File: src/rtl/reg_dump_pkg.sv
// Shared types and constants for the pipeline state-dump transmitter.
// The slot table fixes the order in which registers appear on the output stream.
package reg_dump_pkg;

  localparam int NUM_SLOTS = 19;
  localparam int TAG_W     = 5;
  localparam logic [TAG_W-1:0] LAST_TAG = TAG_W'(NUM_SLOTS - 1);

  typedef enum logic [1:0] {
    ST_IDLE = 2'd0,
    ST_SEND = 2'd1,
    ST_DONE = 2'd2
  } state_e;

  // Slot 0 carries the PC, so its register entry is unused.
  localparam logic [4:0] SLOT_REG [NUM_SLOTS] = '{
    5'd0,
    5'd16, 5'd17, 5'd18, 5'd19, 5'd20, 5'd21, 5'd22, 5'd23,
    5'd8,  5'd9,  5'd10, 5'd11, 5'd12, 5'd13, 5'd14, 5'd15,
    5'd24, 5'd25
  };

endpackage

File: src/rtl/reg_dump_slot_map.sv
// Slot number to register-file address lookup.
// Slot 0 and any slot past the end of the table map to address 0.
module reg_dump_slot_map
  import reg_dump_pkg::*;
#(
  parameter int ADDR_W = 5
) (
  input  logic [TAG_W-1:0]  slot,
  output logic [ADDR_W-1:0] reg_addr
);

  always_comb begin
    reg_addr = '0;
    if (slot < TAG_W'(NUM_SLOTS)) begin
      reg_addr = ADDR_W'(SLOT_REG[slot]);
    end
  end

endmodule

File: src/rtl/reg_dump_tx.sv
// Debug state-dump transmitter: stalls the pipeline, then streams the PC and a
// fixed list of registers as tagged words on a valid/ready interface.
//
// state   | meaning
// IDLE    | waiting for start; outputs quiet
// SEND    | word out_tag on the stream, advancing on each handshake
// DONE    | final word accepted; one-cycle done pulse
module reg_dump_tx
  import reg_dump_pkg::*;
#(
  parameter int DATA_W = 32,
  parameter int ADDR_W = 5
) (
  input  logic              clock,
  input  logic              reset_n,
  input  logic              start,
  output logic              busy,
  output logic              hold,
  output logic              done,
  output logic [ADDR_W-1:0] dbg_addr,
  input  logic [DATA_W-1:0] dbg_rdata,
  input  logic [DATA_W-1:0] pc_in,
  output logic              out_valid,
  input  logic              out_ready,
  output logic [TAG_W-1:0]  out_tag,
  output logic [DATA_W-1:0] out_data
);

  state_e              state_q, state_d;
  logic                out_valid_q, out_valid_d;
  logic [TAG_W-1:0]    out_tag_q, out_tag_d;
  logic [DATA_W-1:0]   out_data_q, out_data_d;
  logic [TAG_W-1:0]    next_slot;
  logic [ADDR_W-1:0]   map_addr;
  logic                xfer;

  assign next_slot = out_tag_q + TAG_W'(1);
  assign xfer      = out_valid_q && out_ready;

  // Address for the word loaded on the next handshake; past slot 18 this is 0.
  reg_dump_slot_map #(.ADDR_W(ADDR_W)) u_slot_map (
    .slot     (next_slot),
    .reg_addr (map_addr)
  );

  always_ff @(posedge clock or negedge reset_n) begin
    if (!reset_n) begin
      state_q     <= ST_IDLE;
      out_valid_q <= 1'b0;
      out_tag_q   <= '0;
      out_data_q  <= '0;
    end else begin
      state_q     <= state_d;
      out_valid_q <= out_valid_d;
      out_tag_q   <= out_tag_d;
      out_data_q  <= out_data_d;
    end
  end

  always_comb begin
    state_d     = state_q;
    out_valid_d = out_valid_q;
    out_tag_d   = out_tag_q;
    out_data_d  = out_data_q;
    case (state_q)
      ST_IDLE: begin
        if (start) begin
          state_d     = ST_SEND;
          out_valid_d = 1'b1;
          out_tag_d   = '0;
          out_data_d  = pc_in;
        end
      end
      ST_SEND: begin
        if (xfer) begin
          if (out_tag_q == LAST_TAG) begin
            state_d     = ST_DONE;
            out_valid_d = 1'b0;
          end else begin
            out_tag_d  = next_slot;
            out_data_d = dbg_rdata;
          end
        end
      end
      ST_DONE: begin
        state_d = ST_IDLE;
      end
      default: begin
        state_d     = ST_IDLE;
        out_valid_d = 1'b0;
      end
    endcase
  end

  always_comb begin
    busy     = (state_q != ST_IDLE);
    hold     = busy;
    done     = (state_q == ST_DONE);
    dbg_addr = (state_q == ST_SEND) ? map_addr : '0;
  end

  assign out_valid = out_valid_q;
  assign out_tag   = out_tag_q;
  assign out_data  = out_data_q;

endmodule

File: config.mk
export PLATFORM = sky130hd
export DESIGN_NAME = reg_dump_tx
export DESIGN_NICKNAME = d
export VERILOG_FILES = /design/src/rtl/reg_dump_pkg.sv /design/src/rtl/reg_dump_slot_map.sv /design/src/rtl/reg_dump_tx.sv
export SDC_FILE = /design/constraint.sdc
export NUM_CORES = 1
export LEC_CHECK = 0
export ABC_AREA = 1
export CAP_MARGIN = 10
export CORE_MARGIN = 2
export CORE_UTILIZATION = 40
export CTS_CLUSTER_SIZE = 20
export DETAILED_ROUTE_END_ITERATION = 16
export PLACE_DENSITY = 0.78
export SLEW_MARGIN = 10
export SYNTH_ARGS = -nofsm -noshare
export SYNTH_HDL_FRONTEND = slang
export SYNTH_HIERARCHICAL = 1
export SYNTH_SLANG_ARGS = --single-unit
File: constraint.sdc
create_clock -name clock -period 2.78 [get_ports clock]
set_clock_uncertainty 0.05 [all_clocks]
set_input_delay 0.417 -clock clock [delete_from_list [all_inputs] [get_ports clock]]
set_output_delay 0.417 -clock clock [all_outputs]
set_load 0.01 [all_outputs]
# --- Word level (Yosys, flattened, before mapping) ---
# Memories as Yosys holds them, arrays and structs flattened.
# Cells that the tools add are included.
totals:
  reg_bits: 40
  latch_bits: 0
  ramBits: 0
  romBits: 160
  input_bits: 68
  output_inout_bits: 46
  elab_cells: 44
  n_memories: 1
op_classes:
  addsub: 1
  mul: 0
  div: 0
  n_lt_le_gt_ge: 2
  n_eq_ne: 7
  n_shift: 0
  n_mux: 20
  bitwise_logic: 2
  reduce_logical: 7
memory_table:
  columns: ["memory", "depth", "word_bits", "read_ports", "rd_clocked_by_memory_dff", "write_ports", "line_no", "text"]
  rows:
  - ["(no name shown)", 32, 5, 1, 0, 0, "reg_dump_slot_map.sv:15", "reg_addr = ADDR_W'(SLOT_REG[slot]);"]
op_table:
  columns: ["operator", "count"]
  rows:
  - ["$mux 32", 3]
  - ["$pmux 32 s2", 1]
  - ["$mux 5", 7]
  - ["$pmux 5 s2", 1]
  - ["$ne 2x2->1 const B", 4]
  - ["$reduce_and 4->1", 2]
  - ["$ge 6x6->1 const B", 1]
  - ["$mux 2", 3]
  - ["$not 5->6", 1]
  - ["$add 5x1->5 const B", 1]
  - ["$eq 5x5->1 const B", 1]
  - ["$lt 5x5->1 const B", 1]
  - ["$pmux 2 s2", 1]
  - ["$reduce_bool 2->1", 2]
  - ["$mux 1", 3]
  - ["$pmux 1 s3", 1]
  - ["$reduce_and 3->1", 1]
  - ["$eq 2x1->1 const B", 1]
  - ["$eq 2x2->1 const B", 1]
  - ["$logic_not 2->1", 1]
  - ["$logic_and 1x1->1", 1]
  - ["$not 1->1", 1]

# --- Logic depth before layout (Yosys ltp) ---
# Gate-level depths: netlist of run 1.
logic_depth:
  ltp_word: 7
  depth_mapped: 12
  ltp_nobuf: 12

# --- Hierarchy ---
# The synthesis of run 1 kept the hierarchy.
by_module_without_submodules:
  columns: ["mod", "n_inst", "cells_per_inst", "area_per_inst_um2", "seq_area_each_um2"]
  rows:
  - ["reg_dump_tx", 1, 325, 2244.7, 1001.0]
  - ["reg_dump_slot_map", 1, 43, 224.0, 0.0]

# --- Worst setup path after synthesis of run 1 ---
# Ideal clock, no wire load.
synth_path:
  kind: "reg2out"
  start: "register out_tag_q[0], in the netlist out_tag[0]"
  end: "output port dbg_addr[1]"
  arrival_time_ns: 1.821
  t_required_ns: 2.313
  slack_ns: 0.492
  stages_incl_launch_ff: 12
  n_path_buf: 0
  cell_sequence: "dfrtp_1 -> inv_1 -> ha_1 -> inv_1 -> inv_1 -> ha_1 -> o21bai_1 -> nand3_1 -> nand2_1 -> inv_1 -> inv_1 -> nor2_1"
synth_between:
  elab_chain_len: 7
  word_cells_on_any_way: 8
  classes_between: "add/sub: 1; order compare: 1; mux: 4; bitwise: 1; memory: 1"
synth_rtl:
  columns: ["element", "line_no", "text"]
  rows:
  - ["start, declared", "reg_dump_tx.sv:31", "logic [TAG_W-1:0] out_tag_q, out_tag_d;"]
  - ["start signal, assigned", "reg_dump_tx.sv:55", "out_tag_q <= out_tag_d;"]
  - ["$add 5x1->5 (*)", "reg_dump_tx.sv:37", "assign next_slot = out_tag_q + TAG_W'(1);"]
  - ["named net next_slot[0]", "reg_dump_tx.sv:33", "logic [TAG_W-1:0] next_slot;"]
  - ["$not 5->6 (not written as such)", "reg_dump_slot_map.sv:15", null]
  - ["$mem_v2 32x5", null, null]
  - ["$mux 5 (not written as such) (2 in series)", "reg_dump_slot_map.sv:15", null]
  - ["$mux 5 (*)", "reg_dump_slot_map.sv:14", "if (slot < TAG_W'(NUM_SLOTS)) begin"]
  - ["named net map_addr[1]", "reg_dump_tx.sv:34", "logic [ADDR_W-1:0] map_addr;"]
  - ["$mux 5 (*)", "reg_dump_tx.sv:99", "dbg_addr = (state_q == ST_SEND) ? map_addr : '0;"]
  - ["end, declared", "reg_dump_tx.sv:20", "output logic [ADDR_W-1:0] dbg_addr,"]
# The timed path passes the listed nets; every way through them passes the cells marked *. The select of a mux whose other input is x is not followed.

# --- Worst setup path after layout of run 1 ---
layout_path:
  start: "register out_tag_q[0], in the netlist out_tag[0]"
  end: "output port dbg_addr[4]"
# The elaborated chain is that of the path after synthesis.

==> metrics, run 1 <==
routability cong.=0.763; initial DRC count=78; FMAX=0.381 GHz; n_diodes=0; TritonCTS Sinks=40; Net Sw Power=0.234 mW; Hold Fails Final Rpt=0; remaining global-route overflow=0; adder-cell share of the synthesized area=0.0355; synthesized area=0.00247 mm^2; hold_ws=177 ps; Seq pwr share=0.475; DP HPWL=4.67 mm; Layout fillers=553; pre-CTS setup slack=59.0 ps; Total Wirelength=6.37 mm; YS warnings=6; nets=555; internal power=0.989 mW; slew margin rel.=0.421; Max IR drop VDD=0.000197 V; I/O Buffers=113; Setup WS post-layout=157 ps; critical path type=flip-flop to primary output; Detailed Routing Iterations Pass 1=4; largest family of logic cells by synthesized area=simple AND/OR/NAND/NOR gates; Syn Nets=443; slowest cell on the critical path=dfrtp_1; Die H=82.6 um; layout cells sized above 1=0.0977; Post-CTS Hold Buffers=0; CP max stage delay=390 ps; die footprint=0.00682 mm^2; post-route ant nets=0; Comb power frac=0.102; Crit path required time=2310 ps; status=finished clean; Finished Cell Area=0.00377 mm^2; Worst path top cell family by delay=buffers and inverters; Lkg Pwr=2.04 nW; via count=2461; Worst Setup Start Kind=flip-flop; Synth Area per Inst=6.71 um^2; Hold Path Class=input port to asynchronous set/reset pin; Clk pwr share=0.423; CP Max Fanout=4; switch share=0.191; Final Critical Period=2620 ps; clk buf depth=2; initial antenna violation count=0; area grow syn2layout=52.7%; worst slew pin tran=868 ps; row count=28; Synth top area share=0.405; Power Density=324 mW/mm^2; mux cell area share after synthesis=0; Total GRT Usage=0.195; Max-Cap Viols=0; clk_lat worst skew=290 ps; Tcrit/Tclk final=0.944; final core occ=0.633; simple-gate share of the synthesized area=0.462; drt drc=0; core area=0.00596 mm^2; crit path cell chain=inv_1 -> ha_1 -> inv_2 -> inv_1 -> ha_1 -> nand3_1 -> nand2_1 -> nor2_1 -> nor2_1 -> inv_1 -> nor2_1 -> dlygate4sd2_1; largest net degree at the start of global routing=41; via count of the first global-routing pass=2223; Synth area leader=dfrtp_1; total power=1.22 mW; max-slew violation count=0; Worst-path clk slew=80 ps; Worst setup EP type=primary output; first-pass GRT wire length=10.0 mm; Netlist cell types=23; XOR/XNOR share of the synthesized area=0; Inserted Clock Buffers=5; die width=82.6 um; H-tree depth=2; Initial Util=0.414; Synth Instances=368; Buf+Inv Stages, Crit Path=5; Synth Area in Compound Gates=0.00912; Placed Area=0.00360 mm^2; TritonCTS clock tree=done; IO Pins=114; Post-Layout Cell Count=556; Wirelength per Cell=11.4 um; #FFs+latches synth=40; vias per cell=4.43; CTS root buf=clkbuf_8; setup TNS=0 ps; crit path DAT=2160 ps; main area contributors after synthesis=dfrtp_1, nand2_1, inv_1, ha_1, nand2_2; Setup violations, final=0; cell count after placement=545; post-synthesis sequential area ratio=0.405
[flip-flops by register name, indices dropped and copies added (netlist names)]
signal,cells
state_q,2
out_valid,1
out_tag,5
out_data,32
[power groups by stage]
stage / clock network (mW) / logic (mW) / registers, mW
floorplan: 0 / 0.0204 / 0.593
global placement: 0 / 0.127 / 0.593
detailed placement: 0 / 0.127 / 0.593
CTS: 0.531 / 0.126 / 0.581
global route: 0.552 / 0.137 / 0.581
finish: 0.517 / 0.125 / 0.581
[final cells by class]
class | count | area [um^2] | area share
Tap cell | 75 | 93.8 | 0.0249
Sequential cell | 40 | 1000 | 0.266
Inverter | 28 | 108 | 0.0285
Clock buffer | 7 | 96.3 | 0.0256
Clock inverter | 1 | 30.0 | 0.00797
Timing Repair Buffer | 119 | 1160 | 0.307
Multi-Input combinational cell | 286 | 1280 | 0.340
[placed cells by master (no fill, tap or decap), types with 2 or more instances in the layout]
cell type        count
a21oi_1              2
buf_4                6
clkbuf_2             2
clkbuf_8             7
clkdlybuf4s50_1    107
dfrtp_1             39
dlygate4sd2_1        3
ha_1                 5
inv_1               23
inv_2                4
nand2_1            225
nand2_2             13
nand3_1             11
nand3_2              2
nor2_1              15
nor2_4               3
[cell usage after synthesis (all sizes together)]
library cell / number
a21oi: 2
o21ai: 1
o21bai: 1
nand2: 239
ha: 7
nand4: 1
nand3: 14
nor3: 1
nor2: 20
dfrtp: 40
inv: 28
buf: 14
[logic make-up (layout without fill, tap and decap cells)]
family                     Yosys count  after routing
and+or+nand+nor                    275            275
AOI/OAI and AO/OA                    4              4
adders and majority gates            7              7
buffers and inverters               42            155
DFF                                 40             40
[path summary, 6_finish.rpt]
path | startpoint | to | slack [ps] | depth (start not counted)
max | out_tag[0] | dbg_addr[4] | 160 | 12
min | reset_n | out_data[21] | 180 | 1
max reg2reg | out_tag[0] | out_data[27] | 1070 | 9
min reg2reg | out_data[21] | out_data[21] | 420 | 2
max in group asynchronous | reset_n | out_tag[1] | 1890 | 1
min in group clock | out_data[21] | out_data[21] | 420 | 2
[layer usage]
layer / share of wire / track usage / vias up
li1: - / - / 1310
met1: 0.41 / 0.228 / 1070
met2: 0.48 / 0.322 / 74
met3: 0.092 / 0.0880 / 7
met4: 0.011 / 0.0541 / 0
met5: 0 / 0 / -
[what timing repair did]
| item | 4_1_cts | 5_1_grt |
|---|---|---|
| gates cloned | 0 | 0 |
| endpoints found under the hold margin | 0 | 0 |
| gates resized for setup | 13 | 8 |
| endpoints found under the setup margin | 5 | 4 |
| pin swaps | 2 | 0 |
| buffers inserted | 3 | 0 |
Note: power is estimated with default switching activity, not from simulation.
==> inputs of run 2 (changes only) <==
PLACE_DENSITY = 0.79   (was 0.78)
==> run 2 against run 1 <==
Against the previous run:
- non-clock buffer count shrank 1
- clock power shrank 12%
- combinational power hardly changed
- global-route usage shrank 0.38 points
- total power fell by 5.0%
- utilization is 0.55 points lower
- worst hold slack improved by 12 ps
- via count grew 1.3%
- count of clock-buffer cells in the layout decreased by 1
- first-iteration DRC count shrank 21%
- critical path type unchanged
==> metrics, run 2 (synthesized netlist as in run 1, its figures left out) <==
initial DRC count=62 (-21%); reg2reg path depth=9 (unchanged); max-slew violation count=0 (unchanged); Hold Fails Final Rpt=0 (unchanged); Die H=82.6 um (unchanged); commonest non-fill, non-tap cell in the layout=nand2_1; row count=28 (unchanged); initial antenna violation count=0 (unchanged); Layout fillers=589 (+6.5%); Worst Setup Start Kind=flip-flop; Setup violations, final=0 (unchanged); Total GRT Usage=0.191 (-0.00382); crit path cell chain=inv_1 -> ha_1 -> inv_2 -> inv_1 -> ha_1 -> o21bai_1 -> nand3_1 -> nand2_1 -> inv_1 -> inv_1 -> nor2_1 -> dlygate4sd2_1; remaining global-route overflow=0 (unchanged); vias per cell=4.49 (+1.5%); Tcrit/Tclk final=0.933 (-0.0106); RSZ-0062 raised after global routing=false; cell count after placement=545 (unchanged); Buf+Inv Stages, Crit Path=6 (+1); Post-Layout Cell Count=555 (-0.18%); Reg-to-Reg End=out_data[30]; Worst-path clk slew=80 ps (about the same); R2R setup slack=1120 ps (+50 ps); nets=554 (-0.18%); Max-Cap Viols=0 (unchanged); Crit path required time=2310 ps (about the same); I/O Buffers=113 (unchanged); IO Pins=114 (unchanged); slew margin rel.=0.422 (about the same); commonest cells after routing, fill and taps aside=nand2_1, clkdlybuf4s50_1, dfrtp_1, inv_1, nor2_1; area occupied by registers=0.00100 mm^2 (unchanged); Max IR drop VDD=0.000216 V (+9.7%); status=finished clean; Initial Util=0.414 (unchanged); Detailed Routing Iterations Pass 1=4 (unchanged); setup TNS=0 ps (unchanged); n_diodes=0 (unchanged); Total Wirelength=6.14 mm (-3.6%); clk_lat worst skew=280 ps (about the same); Worst path top cell family by delay=adder cells; FMAX=0.385 GHz (+1.1%); core area=0.00596 mm^2 (unchanged); clk buf depth=2 (unchanged); post-route ant nets=0 (unchanged); DP HPWL=4.57 mm (-2.2%); H-tree depth=2 (unchanged); worst slew pin tran=868 ps (-0.475 ps); worst reg2reg path startpoint=out_tag[0]; area grow syn2layout=51.4%; crit path DAT=2130 ps (-30 ps); CP max stage delay=370 ps (-20 ps); first-pass GRT wire length=10.1 mm (+0.55%); CP Max Fanout=4 (unchanged); CTS root buf=clkbuf_8; Power Density=311 mW/mm^2 (-4.1%); Lkg Pwr=2.05 nW (+0.47%); TritonCTS clock tree=done; Final Critical Period=2590 ps (-29.3 ps); die footprint=0.00682 mm^2 (unchanged); max reg flops=32 (unchanged); critical path type=flip-flop to primary output; drt drc=0 (unchanged); via count=2493 (+1.3%); Hold Path Class=input port to asynchronous set/reset pin; Wirelength per Cell=11.1 um (-3.4%); slowest cell on the critical path=dfrtp_2; multi-input logic area=0.00126 mm^2 (-1.6%); layout cells sized above 1=0.0833 (-0.0144); via count of the first global-routing pass=2387 (+7.4%); routability cong.=0.792 (+3.7%); die width=82.6 um (unchanged); CP most frequent cell=inv_1; TritonCTS Sinks=40 (unchanged); largest net degree at the start of global routing=41 (unchanged); Inserted Clock Buffers=5 (unchanged); Worst setup EP type=primary output
==> run 2: cell count changes in the layout (fill, tap and decap cells not counted), sizes merged <==
cell,before,now
buf,7,6
dlygate4sd2,3,2
clkdlybuf4s15,0,2
clkinv,0,1
clkbuf,9,6
dlymetal6s2s,0,1
==> run 2: worst max-delay path by stage <==
stage	depth (start not counted)	start	end	slack, ps
floorplan	11	out_tag[0]	dbg_addr[1]	490
global placement	12	out_tag[0]	dbg_addr[1]	110
detailed placement	12	out_tag[0]	dbg_addr[1]	60
CTS	13	out_tag[1]	dbg_addr[0]	20
global route	13	out_tag[0]	dbg_addr[2]	6
finish	12	out_tag[0]	dbg_addr[1]	190
==> run 2: final cells by class <==
type	instances	area share
repair buffers	118	0.311
well taps	75	0.0251
multi-input cells	286	0.338
flip-flops and latches	40	0.268
inverters	28	0.0288
clock inverters	2	0.00937
clock buffers	6	0.0194
==> run 2: stage by stage <==
step                      worst slack, ps  total power, mW   util  area [um^2]  hold WS [ps]
after floorplan                       492            0.613      -         2470          71.4
after global placement                107            0.719  0.605         3600           403
after detailed placement             56.7            0.720  0.605         3600           408
after CTS                            22.1             1.18  0.626         3730           227
after global routing                 5.57             1.22  0.628         3740           265
final                                 186             1.16  0.628         3740           189
==> run 2: repair_timing <==
action / 4_1_cts / 5_1_grt
pin swaps: 0 / 1
gates cloned: 0 / 0
buffers inserted: 2 / 0
hold buffers: 0 / 0
gates resized for setup: 8 / 5
endpoints found under the setup margin: 5 / 5
==> run 2: where the power goes <==
group          total (mW)  switching, mW  internal [mW]  leakage, nW
combinational       0.125         0.0343         0.0907         1.44
clock               0.455          0.189          0.266       0.0552
sequential          0.581              0          0.581        0.552
total                1.16          0.223          0.938         2.05
==> run 2: layer usage <==
layer / GRT usage / vias up / wire length (um)
met3: 0.0674 / 6 / 487
met4: 0.0623 / 0 / 63
met5: 0 / - / 0
met1: 0.201 / 1100 / 2480
met2: 0.352 / 74 / 3110
li1: - / 1313 / -
==> inputs of run 3 (changes only) <==
ABC_AREA = not set   (was 1)
CAP_MARGIN = 20   (was 10)
==> run 3 against run 2 <==
Against the previous run:
- first-iteration DRC count fell by 18%
- sequential share of layout area fell by 0.69 points
- fmax fell by 3.1%
- combinational power rose to 22 times the previous value
- synthesized area fell by 0.15%
- critical path depth fell by 4
- critical endpoint is now dbg_addr[4]
- utilization rose by 1.7 points
- count of clock-buffer cells in the layout fell by 1
- synthesized cell count fell by 48%
- via count fell by 21%
- worst setup slack got worse by 84 ps
- largest power group is now combinational logic
==> metrics, run 3 <==
drt drc=0 (unchanged); Syn Nets=265 (-40%); Synth Instances=190 (-48%); Wirelength per Cell=15.6 um (+41%); reg2reg path depth=4 (-5); Total Wirelength=6.05 mm (-1.3%); Crit path required time=2310 ps (about the same); slowest cell on the critical path=dfrtp_1; total power=4.15 mW (+260%); status=finished clean; Inserted Clock Buffers=5 (unchanged); Worst path depth=8 (-4); initial antenna violation count=0 (unchanged); Detailed Routing Iterations Pass 1=4 (unchanged); FMAX=0.373 GHz (-3.1%); R2R setup slack=740 ps (-380 ps); synthesized area=0.00246 mm^2 (-0.15%); multi-input logic area=0.00139 mm^2 (+10%); H-tree depth=2 (unchanged); hold_ws=201 ps (+11.9 ps); post-synthesis sequential area ratio=0.406 (+0.000617); die footprint=0.00681 mm^2 (-0.15%); DP HPWL=4.29 mm (-6.0%); IO Pins=114 (unchanged); Power Density=1080 mW/mm^2 (+250%); Synth top area share=0.406 (+0.000617); post-route ant nets=0 (unchanged); area occupied by registers=0.00100 mm^2 (+0.12%); CP Max Fanout=5 (+1); first-pass GRT wire length=9.01 mm (-11%); remaining global-route overflow=0 (unchanged); setup TNS=0 ps (unchanged); Top FF cell, synth=dfrtp_1; via count=1967 (-21%); Synth Area per Inst=13.0 um^2 (+93%); Hold Path Class=input port to asynchronous set/reset pin; core area=0.00596 mm^2 (unchanged); Setup WS post-layout=102 ps (-84.4 ps); Worst setup EP type=primary output; CTS root buf=clkbuf_8; Worst path top cell family by delay=buffers and inverters; nets=388 (-30%); max-slew violation count=0 (unchanged); I/O Buffers=113 (unchanged); Lkg Pwr=1.66 nW (-19%); Setup violations, final=0 (unchanged); max reg flops=32 (unchanged); count leader, synth=dfrtp_1; fraction of registers with async set/reset=1.00 (unchanged); crit path cell chain=buf_4 -> ha_4 -> xor2_4 -> nor2_2 -> and3_4 -> a221o_1 -> and2_1 -> dlygate4sd2_1; cell count after placement=376 (-31%); routability cong.=0.862 (+8.8%); Post-Layout Cell Count=388 (-30%); Die H=82.5 um (about the same); die width=82.5 um (about the same); Initial Util=0.414 (-0.000630); clk_lat worst skew=280 ps (about the same); final core occ=0.645 (+0.0174); synth cell count leaders=dfrtp_1, mux2_2, mux2_4; Reg-to-Reg End=out_data[21]; #FFs+latches synth=40 (unchanged); Netlist cell types=46 (+100%); critical path type=flip-flop to primary output; worst reg2reg path startpoint=state_q[0]; Worst Setup Start Kind=flip-flop; slew margin rel.=0.413 (-0.00820); Total GRT Usage=0.173 (-0.0180); worst slew pin tran=880 ps (+12.3 ps); area grow syn2layout=55.8%; Critical Path Sink=dbg_addr[4]; Max-Cap Viols=0 (unchanged); layout cells sized above 1=0.323 (+0.239); commonest cells after routing, fill and taps aside=clkdlybuf4s50_1, dfrtp_1, mux2_2, mux2_4, buf_4; crit path launch=out_tag[0]; n_diodes=0 (unchanged); crit path DAT=2210 ps (+80 ps); pre-CTS setup slack=29.7 ps (-26.9 ps); Post-synth EDFFs=0 (unchanged); Max IR drop VDD=0.000528 V (+140%); Hold Fails Final Rpt=0 (unchanged); Worst-path clk slew=80 ps (about the same); Layout fillers=494 (-16%); Final Critical Period=2680 ps (+84.4 ps); via count of the first global-routing pass=1978 (-17%); TritonCTS clock tree=done; clk buf depth=2 (unchanged); TritonCTS Sinks=40 (unchanged); Finished Cell Area=0.00384 mm^2 (+2.8%); commonest non-fill, non-tap cell in the layout=clkdlybuf4s50_1; Buf+Inv Stages, Crit Path=2 (-4); main area contributors after synthesis=dfrtp_1, mux2_4, mux2_2, ha_1, inv_1; Placed Area=0.00365 mm^2 (+1.5%); Tcrit/Tclk final=0.963 (+0.0303); CP max stage delay=380 ps (about the same); vias per cell=5.07 (+13%); Synth area leader=dfrtp_1; initial DRC count=51 (-18%); YS warnings=6 (unchanged); largest net degree at the start of global routing=41 (unchanged); row count=28 (unchanged)
## run 3: cell count changes after synthesis, sizes merged, moves of 3 or more
cell,change
nand2,-235
nor2,-15
inv,-17
a31oi,+3
mux2,+64
and2,+5
buf,-5
nand3,-11
## run 3: per-layer routing
| layer | vias to the layer above | global-route usage | share of wire |
|---|---|---|---|
| li1 | 929 | - | - |
| met1 | 945 | 0.210 | 0.40 |
| met2 | 85 | 0.297 | 0.50 |
| met3 | 8 | 0.0435 | 0.081 |
| met4 | 0 | 0.0607 | 0.015 |
| met5 | - | 0 | 0 |
## run 3: cell families (layout without fill, tap and decap cells)
group | after synthesis | in the layout | synth area share
mux | 65 | 65 | 0.338
flops | 40 | 40 | 0.406
simple gates | 34 | 34 | 0.0868
buf+inv | 21 | 144 | 0.0614
compound gates | 20 | 20 | 0.0619
fa+ha+maj | 7 | 7 | 0.0355
xor+xnor | 3 | 3 | 0.0107
## run 3: worst reg2reg max path, delay by kind of cell (launching register included)
kind / cells / cell delay, ps
buf+inv: 1 / 300
flops: 1 / 640
mux: 2 / 640
simple gates: 1 / 300
## run 3: what timing repair did
| item | CTS | global route |
|---|---|---|
| pin swaps | 1 | 2 |
| hold buffers | 0 | 0 |
| setup buffers | 2 | 3 |
| endpoints found under the setup margin | 5 | 5 |
| gates resized for setup | 15 | 4 |
| endpoints found under the hold margin | 0 | 0 |
## run 3: cell type report
class                      instances  area share
clock inverter                     2     0.00326
multi-input combinational        129       0.362
sequential                        40       0.261
clock buffer                       5      0.0179
tap                               75      0.0244
inverter                          11      0.0107
timing repair buffer             126       0.320
## run 3: how the worst min path moves through the flow
stage / from / end / slack (ps) / cells past startpoint
global route: reset_n / out_data[2] / 280 / 1
global placement: out_data[27] / out_data[27] / 440 / 1
detailed placement: out_data[27] / out_data[27] / 440 / 1
CTS: reset_n / out_tag[0] / 240 / 1
floorplan: reset_n / out_data[0] / 70 / 0
finish: reset_n / out_data[2] / 200 / 1
## run 3: where the power goes
group | total [mW] | internal [mW] | switching [mW] | leakage, nW
clock | 0.370 | 0.170 | 0.200 | 0.0400
combinational | 2.69 | 1.62 | 1.07 | 1.16
sequential | 1.09 | 0.874 | 0.213 | 0.465
total | 4.15 | 2.67 | 1.48 | 1.66
